**src/rtl/mmio_hub.sv**
```systemverilog
// Memory-mapped I/O hub: address decode, LED/HEX registers, key FIFO,
// free-running s/ms/us timebase and first-error capture register.
module mmio_hub #(
   parameter int CLK_HZ   = 50000000,
   parameter int LED_W    = 16,
   parameter int SW_W     = 16,
   parameter int KFIFO_AW = 3
) (
   input  logic              clock,
   input  logic              clrn,
   input  logic [31:0]       addr,
   input  logic [31:0]       wdata,
   input  logic              we,
   input  logic              re,
   output logic [31:0]       rdata,
   input  logic [31:0]       dmem_rdata,
   output logic              dmem_we,
   input  logic [SW_W-1:0]   sw,
   output logic [LED_W-1:0]  led,
   output logic [31:0]       hex,
   input  logic [7:0]        key_code,
   input  logic              key_valid,
   output logic              key_irq
);

   typedef enum logic [11:0] {
      R_DATA  = 12'h000, R_KCODE = 12'h100, R_KSTAT = 12'h101,
      R_LED   = 12'h200, R_HEX   = 12'h201, R_CS    = 12'h300,
      R_CMS   = 12'h301, R_CUS   = 12'h302, R_SW    = 12'h400,
      R_ERR   = 12'h500
   } region_e;

   localparam int DEPTH  = 1 << KFIFO_AW;
   localparam int CNT_W  = KFIFO_AW + 1;
   localparam int PRE_DIV = CLK_HZ / 1000000;
   localparam int PRE_W  = (PRE_DIV > 1) ? $clog2(PRE_DIV) : 1;

   logic [11:0]         region;
   logic                unused_addr_bits;
   logic                mapped, writable, rd_err, wr_err;
   logic                empty, full, pop, push_ok;
   logic                us_tick, ms_tick, s_tick;

   logic [7:0]          mem_q [DEPTH];
   logic [KFIFO_AW-1:0] wr_ptr_q, wr_ptr_d, rd_ptr_q, rd_ptr_d;
   logic [CNT_W-1:0]    count_q, count_d;
   logic                ovf_q, ovf_d, irq_q, irq_d;
   logic [LED_W-1:0]    led_q, led_d;
   logic [31:0]         hex_q, hex_d, err_q, err_d;
   logic [PRE_W-1:0]    pre_q, pre_d;
   logic [9:0]          sub_us_q, sub_us_d, sub_ms_q, sub_ms_d;
   logic [31:0]         us_q, us_d, ms_q, ms_d, s_q, s_d;

   assign region           = addr[31:20];
   assign unused_addr_bits = ^addr[19:0];
   assign dmem_we          = we & (region == R_DATA);
   assign led              = led_q;
   assign hex              = hex_q;
   assign key_irq          = irq_q;
   assign empty            = (count_q == '0);
   assign full             = (count_q == CNT_W'(DEPTH));

   always_comb begin
      mapped   = 1'b1;
      writable = 1'b0;
      rdata    = '0;
      case (region)
         R_DATA:  begin rdata = dmem_rdata; writable = 1'b1; end
         R_KCODE: rdata = empty ? '0 : 32'(mem_q[rd_ptr_q]);
         R_KSTAT: begin
            rdata = {ovf_q, 31'b0} | (32'(count_q) << 8) | {31'b0, empty};
            writable = 1'b1;
         end
         R_LED:   begin rdata = 32'(led_q); writable = 1'b1; end
         R_HEX:   begin rdata = hex_q; writable = 1'b1; end
         R_CS:    rdata = s_q;
         R_CMS:   rdata = ms_q;
         R_CUS:   begin rdata = us_q; writable = 1'b1; end
         R_SW:    rdata = 32'(sw);
         R_ERR:   begin rdata = err_q; writable = 1'b1; end
         default: mapped = 1'b0;
      endcase
   end

   always_comb begin
      rd_err = re & ~mapped;
      wr_err = we & ~writable;
      err_d  = err_q;
      if ((rd_err | wr_err) & ~err_q[31])
         err_d = {1'b1, wr_err, 18'b0, region};
      if (we & (region == R_ERR))
         err_d = '0;

      led_d = led_q;
      hex_d = hex_q;
      if (we & (region == R_LED)) led_d = wdata[LED_W-1:0];
      if (we & (region == R_HEX)) hex_d = wdata;
   end

   // A pop frees the slot the same cycle, so a full FIFO still accepts a push.
   always_comb begin
      pop      = re & (region == R_KCODE) & ~empty;
      push_ok  = key_valid & (~full | pop);
      wr_ptr_d = push_ok ? wr_ptr_q + 1'b1 : wr_ptr_q;
      rd_ptr_d = pop ? rd_ptr_q + 1'b1 : rd_ptr_q;
      count_d  = count_q + CNT_W'(push_ok) - CNT_W'(pop);
      irq_d    = (count_d != '0);
      ovf_d    = ovf_q;
      if (key_valid & full & ~pop)     ovf_d = 1'b1;
      if (we & (region == R_KSTAT))    ovf_d = 1'b0;
   end

   always_comb begin
      us_tick  = (pre_q == PRE_W'(PRE_DIV - 1));
      ms_tick  = us_tick & (sub_us_q == 10'd999);
      s_tick   = ms_tick & (sub_ms_q == 10'd999);
      pre_d    = us_tick ? '0 : pre_q + 1'b1;
      sub_us_d = us_tick ? (ms_tick ? '0 : sub_us_q + 10'd1) : sub_us_q;
      sub_ms_d = ms_tick ? (s_tick ? '0 : sub_ms_q + 10'd1) : sub_ms_q;
      us_d     = us_q + 32'(us_tick);
      ms_d     = ms_q + 32'(ms_tick);
      s_d      = s_q + 32'(s_tick);
      if (we & (region == R_CUS)) begin
         pre_d = '0; sub_us_d = '0; sub_ms_d = '0;
         us_d  = '0; ms_d     = '0; s_d      = '0;
      end
   end

   always_ff @(posedge clock) begin
      if (push_ok) mem_q[wr_ptr_q] <= key_code;
   end

   always_ff @(posedge clock or negedge clrn) begin
      if (!clrn) begin
         wr_ptr_q <= '0; rd_ptr_q <= '0; count_q <= '0;
         ovf_q    <= 1'b0; irq_q <= 1'b0;
         led_q    <= '0; hex_q <= '0; err_q <= '0;
         pre_q    <= '0; sub_us_q <= '0; sub_ms_q <= '0;
         us_q     <= '0; ms_q <= '0; s_q <= '0;
      end else begin
         wr_ptr_q <= wr_ptr_d; rd_ptr_q <= rd_ptr_d; count_q <= count_d;
         ovf_q    <= ovf_d; irq_q <= irq_d;
         led_q    <= led_d; hex_q <= hex_d; err_q <= err_d;
         pre_q    <= pre_d; sub_us_q <= sub_us_d; sub_ms_q <= sub_ms_d;
         us_q     <= us_d; ms_q <= ms_d; s_q <= s_d;
      end
   end

endmodule

```
**config.mk**
```make
export PLATFORM = sky130hd
export DESIGN_NAME = mmio_hub
export DESIGN_NICKNAME = d
export VERILOG_FILES = /design/src/rtl/mmio_hub.sv
export SDC_FILE = /design/constraint.sdc
export NUM_CORES = 1
export LEC_CHECK = 0
export CAP_MARGIN = 15
export CORE_ASPECT_RATIO = 1.4
export CORE_MARGIN = 8
export CORE_UTILIZATION = 55
export CTS_CLUSTER_DIAMETER = 40
export DETAILED_ROUTE_END_ITERATION = 8
export GPL_TIMING_DRIVEN = 0
export PLACE_DENSITY = 0.84
export SYNTH_ARGS = -nofsm -noshare
export SYNTH_HDL_FRONTEND = slang
export SYNTH_SLANG_ARGS = --single-unit
```
**constraint.sdc**
```tcl
create_clock -name clock -period 3.5 [get_ports clock]
set_input_delay 0.7 -clock clock [delete_from_list [all_inputs] [get_ports clock]]
set_output_delay 0.7 -clock clock [all_outputs]
set_load 0.02 [all_outputs]
```
==> impl_metrics.toml, run 1 <==
[worst_setup_path]
worstPathCellList = "buf_8, buf_6, mux4_2, mux2_4, a222oi_1, nand3_1, buf_6"
crit_top_cell = "buf_6"
critPathRequiredTime_ps = 2800
path_class = "reg2out"
crit_slowest_cell = "a222oi_1"
critPathCaptureType = "output port"
cp-start-kind = "flop"
worst-path-buf-inv = 3
cp_slowest_stage_delay_ps = 790
reg2reg_from = "sub_us_q[0]"
crit_fanout = 5
crit_family = "compound AO/OA/AOI/OAI gates"
crit_arrival_ps = 3160
r2r_slack_ps = 100
r2r_cells = 11
reg2reg_to = "ms_q[31]"

[grt]
grt_antenna_before_repair = 1
grt_pass1_wl_mm = 69.7
grt_use_total_pct = 30.7
grt_pass1_vias = 11800
grt_max_degree = 125
grt-ovfl-total = 0

[floorplan]
design.die.area_um2 = 29400
die_y_um = 200
rows = 67
die_w_um = 147
start_util_pct = 55.6
core_area_um2 = 23800
ios = 207

[sta]
min_period_ps = 3860
hold_viol = 0
layout_setup_ws_ps = -360
setup_tns_ps = -1060
fmax_mhz = 259
skew_ps = 23.0
slew_violations = 0
setup_viol = 7
relSlewSlack_pct = 37.5
tightest_slew_ps = 934
fin_crit_sh_pct = 110
rsz0062_at_grt = "true"

[route]
dr.pass1.iters = 6
drc_errors = 0
drt_first_iter_violations = 1384
via_per_inst = 6.56
wire_per_inst_um = 25.6
antenna_left = 0
routed_wl_mm = 46.5
vias = 11900

[logic_synthesis]
syn_area_um2 = 13200
synth.distinct_cells = 70
yosys_register_bits = 260
synth-edff-count = 64
ys_warn_count = 0
syn_nets = 1354
ys.flop_type = "dfrtp_1"
ys_seq_area_share_pct = 51.6
synth-async-reset-ratio_pct = 75.4
avgSynthCellArea_um2 = 10.9
synth_cells = 1210

[pwr]
cellPowerDensity_nw_per_um2 = 466
p_leak_uw = 0.00730
p_total_uw = 8190
peakVddDrop_mv = 0.450

[final_layout]
areaGrowthSynthToFinish_pct = 32.7
finalInstanceArea_um2 = 17600
nets = 1628
drive_gt1_share_pct = 23.9
area.sequential_um2 = 6830
stdcell_count = 1819
fill_cells = 1607
multi_input_area_um2 = 6370

[clocking]
cts_buffers = 30
cts_sinks = 260
postCtsHoldBufs = 0
ctsLongestPathBuffers = 3
cts_tree = "yes"
cts_max_level = 1
clkLatencyLatePin_ps = 560
clkTransAtPathRegs_ps = 60
root_buffer = "clkbuf_16"

[flow_run]
drv_cap = 0

[outcome]
status = "complete, but fails checks"
failed_checks = "negative setup slack"

[placement]
place_inst = 1713
numPortBuffers = 185
place_hpwl_mm = 32.3
gp_congestion = 0.965
place_area_um2 = 15600

[min_path]
hold_path.class = "in2async"
## metal layers
metal / global-route usage [%] / wire (um) / vias up
li1: - / - / 5066
met1: 34.4 / 16200 / 5849
met2: 53.3 / 22800 / 806
met3: 6.96 / 4360 / 208
met4: 17.5 / 3150 / 0
met5: 0 / 0 / -
## placed cells by master (no fill, tap or decap), types with 12 or more instances in the layout
cell type,instances
dfrtp_1,195
clkdlybuf4s50_1,140
nor2_1,109
nand2_1,79
nand3_1,65
edfxtp_1,64
buf_4,59
xnor2_1,57
mux2_2,51
a22oi_1,38
a21oi_1,36
inv_1,34
clkbuf_16,34
xor2_1,32
o21ai_0,28
nand4_1,27
nor3_1,26
buf_2,25
and3_1,25
nor4_1,20
a222oi_1,19
or3_1,19
clkbuf_1,18
mux4_2,16
ha_1,16
buf_6,14
and4_1,14
a22oi_2,14
mux2_4,12
## kinds of logic after synthesis
logic type | count (synthesis) | share of synthesized area (%)
flops | 260 | 51.6
fa+ha+maj | 19 | 1.85
simple gates | 462 | 18.2
compound gates | 193 | 10.4
buf+inv | 101 | 3.17
mux | 86 | 8.89
xor+xnor | 89 | 5.89
## flip-flops by register name (all words and copies together) (netlist names)
signal / count
wr_ptr_q: 3
ms_q: 32
pre_q: 6
count_q: 4
err_q: 14
mem_q: 64
hex: 32
us_q: 32
s_q: 32
sub_ms_q: 10
led: 16
rd_ptr_q: 3
sub_us_q: 10
key_irq: 1
ovf_q: 1
## synth_stat cells (all sizes together) (2+ instances only)
library cell	instances	area share (%)
or2	6	0.28
a22oi	52	2.9
nor4	33	1.8
a21oi	37	1.4
a222oi	19	1.4
o31ai	4	0.23
nor2	115	3.3
o41ai	2	0.19
or3	19	0.90
a221oi	2	0.13
nand4	27	1.3
dfrtp	196	37
nand2	83	2.4
o211ai	6	0.34
buf	23	0.95
o21ai	28	1.1
and3	26	1.2
edfxtp	64	15
a21o	3	0.17
a31oi	7	0.33
o311ai	2	0.13
xor2	32	2.1
mux2i	7	0.53
inv	35	0.99
nor3b	2	0.11
nor3	32	1.2
and2	4	0.19
nor2b	8	0.38
nand2b	3	0.14
ha	18	1.7
o2111ai	2	0.13
nor4b	4	0.26
a31o	11	0.73
or4	7	0.40
mux2	63	5.6
mux4	16	2.7
or4b	3	0.26
and4	17	1.1
clkbuf	43	1.2
a22o	7	0.46
xnor2	57	3.8
a32oi	2	0.13
nand3	68	2.6
## cell type report
cell class              count  area share [%]
flip-flops and latches    260            38.9
clock buffers              35            4.74
clock inverters            21            1.56
plain buffers              59            2.63
multi-input cells         849            36.3
inverters                  35           0.748
diodes                      1          0.0142
well taps                 310            2.21
repair buffers            249            12.9
## power breakdown
part	internal (uW)	switching [uW]
registers	3390	209
clock network	2090	1330
logic	511	654
total	5990	2190
## stage by stage
step           utilization (%)  setup WS (ps)  hold WS [ps]
2_1_floorplan                -           10.0           404
3_3_place_gp              65.1          -6460           469
3_5_place_dp              65.5          -2170           488
4_1_cts                   73.2          -91.8           136
5_1_grt                   73.8           -402           152
6_report                  73.8           -360          89.5
## what timing repair did
item / CTS / global route
cloned: 0 / 1
resized for setup: 256 / 42
endpoints found under the setup margin: 97 / 59
pin swaps: 29 / 23
setup buffers: 41 / 14
## how the worst max path moves through the flow
stage,start,end,slack (ps),depth (start not counted)
after floorplan,addr[27],key_irq,10,12
after global placement,clrn,hex[5],-6460,1
after detailed placement,addr[27],rdata[30],-2170,8
after CTS,rd_ptr_q[0],rdata[7],-90,7
after global routing,rd_ptr_q[0],rdata[1],-400,7
final,rd_ptr_q[0],rdata[1],-360,7
No activity file was read; power rests on OpenSTA's default activity.
==> run 2, diff against run 1 <==
--- a/config.mk
+++ b/config.mk
@@ -7,7 +7,7 @@
 export LEC_CHECK = 0
 export CAP_MARGIN = 15
 export CORE_ASPECT_RATIO = 1.4
-export CORE_MARGIN = 8
+export CORE_MARGIN = 1.5
 export CORE_UTILIZATION = 55
 export CTS_CLUSTER_DIAMETER = 40
 export DETAILED_ROUTE_END_ITERATION = 8
==> impl_metrics.toml, run 2 (synthesis gave the netlist of run 1 again) <==
[outcome]
status = "complete, but fails checks"
failed_checks = "negative setup slack"

[worst_setup_path]
crit_fanout = 4
critPathRequiredTime_ps = 2800
r2r_cells = 13
crit_top_cell = "buf_6"
critPathCaptureType = "output port"
path_class = "reg2out"
cp_slowest_stage_delay_ps = 640
crit_slowest_cell = "a222oi_1"
crit_arrival_ps = 2950
worstPathCellList = "buf_8, buf_6, mux4_2, mux2_4, a222oi_1, nand3_1, buf_6"
cp-start-kind = "flop"

[grt]
grt_use_total_pct = 35.2
grt.met1_usage_pct = 40.0
grt_antenna_before_repair = 1
top_usage_layer = "met2"
grtUsageMet3_pct = 7.99
grt_pass1_wl_mm = 67.1
grt_use_met2_pct = 60.8
grt_max_degree = 107
grt_pass1_vias = 11700
grt-ovfl-total = 0

[final_layout]
final_cell_mix = "dfrtp_1, clkdlybuf4s50_1, nor2_1"
largest_reg_flops = 64
mostFrequentLayoutCell = "dfrtp_1"
nets = 1628
areaGrowthSynthToFinish_pct = 32.5
largest_register = "mem_q"
drive_gt1_share_pct = 23.0

[clocking]
clkTransAtPathRegs_ps = 60
cts_buffers = 35
clkLatencyLatePin_ps = 520
ctsLongestPathBuffers = 3
cts_max_level = 2
cts_tree = "yes"
root_buffer = "clkbuf_16"
cts_sinks = 260
postCtsHoldBufs = 0

[floorplan]
die_y_um = 187
ios = 207
die_w_um = 134
core_area_um2 = 23800
rows = 67
start_util_pct = 55.6
design.die.area_um2 = 25000

[placement]
gp_congestion = 0.959
place_hpwl_mm = 30.8
numPortBuffers = 185

[min_path]
hold_path.class = "in2async"

[route]
vias = 11800
dr.pass1.iters = 9
via_per_inst = 6.47
wire_per_inst_um = 24.6
drt_first_iter_violations = 1514
drc_errors = 0
routed_wl_mm = 44.8
antenna_left = 0

[flow_run]
drv_cap = 0

[sta]
skew_ps = 13.7
fin_crit_sh_pct = 104
min_period_ps = 3650
tightest_slew_ps = 963
relSlewSlack_pct = 35.8
layout_setup_ws_ps = -151
fmax_mhz = 274
rsz0062_at_grt = "true"
setup_viol = 9
setup_tns_ps = -577
slew_violations = 0
hold_viol = 0

[pwr]
p_leak_uw = 0.00733
p_total_uw = 8390
cellPowerDensity_nw_per_um2 = 478
peakVddDrop_mv = 0.520
-- run 2: cell types whose count changed in the layout (fill, tap and decap cells not counted), moves of 4 or more --
cell	change
a22oi_1	+4
a22oi_2	-4
clkbuf_16	+4
clkdlybuf4s15_2	-5
clkbuf_1	+6
buf_4	-8
-- run 2: routing by layer --
metal,part of all wire [%],up-vias,wire (um)
met3,10,223,4580
met4,7.5,0,3340
met2,49,776,22000
met1,33,5722,14900
met5,0,-,0
li1,-,5066,-
-- run 2: timing repair --
action,4_1_cts,5_1_grt
hold endpoints to repair,0,0
resized for setup,238,52
setup endpoints to repair,84,56
buffers inserted,36,12
cloned,1,1
pin swaps,27,15
-- run 2: through the flow --
step           cells  setup WS, ps  utilization (%)  area (um^2)  hold WS [ps]
5_1_grt         1820          -158             73.6        17500           261
4_1_cts         1809         -92.6             73.4        17500           227
3_5_place_dp    1713         -2070             65.5        15600           490
2_1_floorplan   1210          10.0                -        13200           404
6_report        1822          -151             73.7        17500           183
3_3_place_gp    1705         -6430             65.1        15500           467
-- run 2: final timing paths --
path	to	from	slack, ps
hold reg to reg	wr_ptr_q[2]	wr_ptr_q[2]	500
hold / removal	hex[26]	clrn	180
max in group asynchronous	rd_ptr_q[1]	clrn	2310
setup reg to reg	ms_q[26]	sub_us_q[0]	170
setup / recovery	rdata[7]	rd_ptr_q[0]	-150
min in group clock	wr_ptr_q[2]	wr_ptr_q[2]	500
-- run 2: report_power, final --
part           leakage (uW)  switching (uW)  internal (uW)
registers           0.00269             207           3390
logic               0.00407             633            501
clock network      0.000577            1440           2210
-- run 2: layout make-up --
class                   count  area, um^2
flip-flops and latches    260        6830
diodes                      2        5.00
inverters                  35         131
fillers                  1583        6270
clock inverters            20         244
repair buffers            243        2220
multi-input cells         849        6330
clock buffers              43         948
well taps                 310         388
plain buffers              60         445
-- run 2: critical path, delay by kind of cell (launching register included) --
kind	cells	cell delay, ps
flip-flops	1	370
AO/OA/AOI/OAI	1	640
buffers and inverters	3	430
multiplexers	2	810
AND/OR/NAND/NOR	1	180
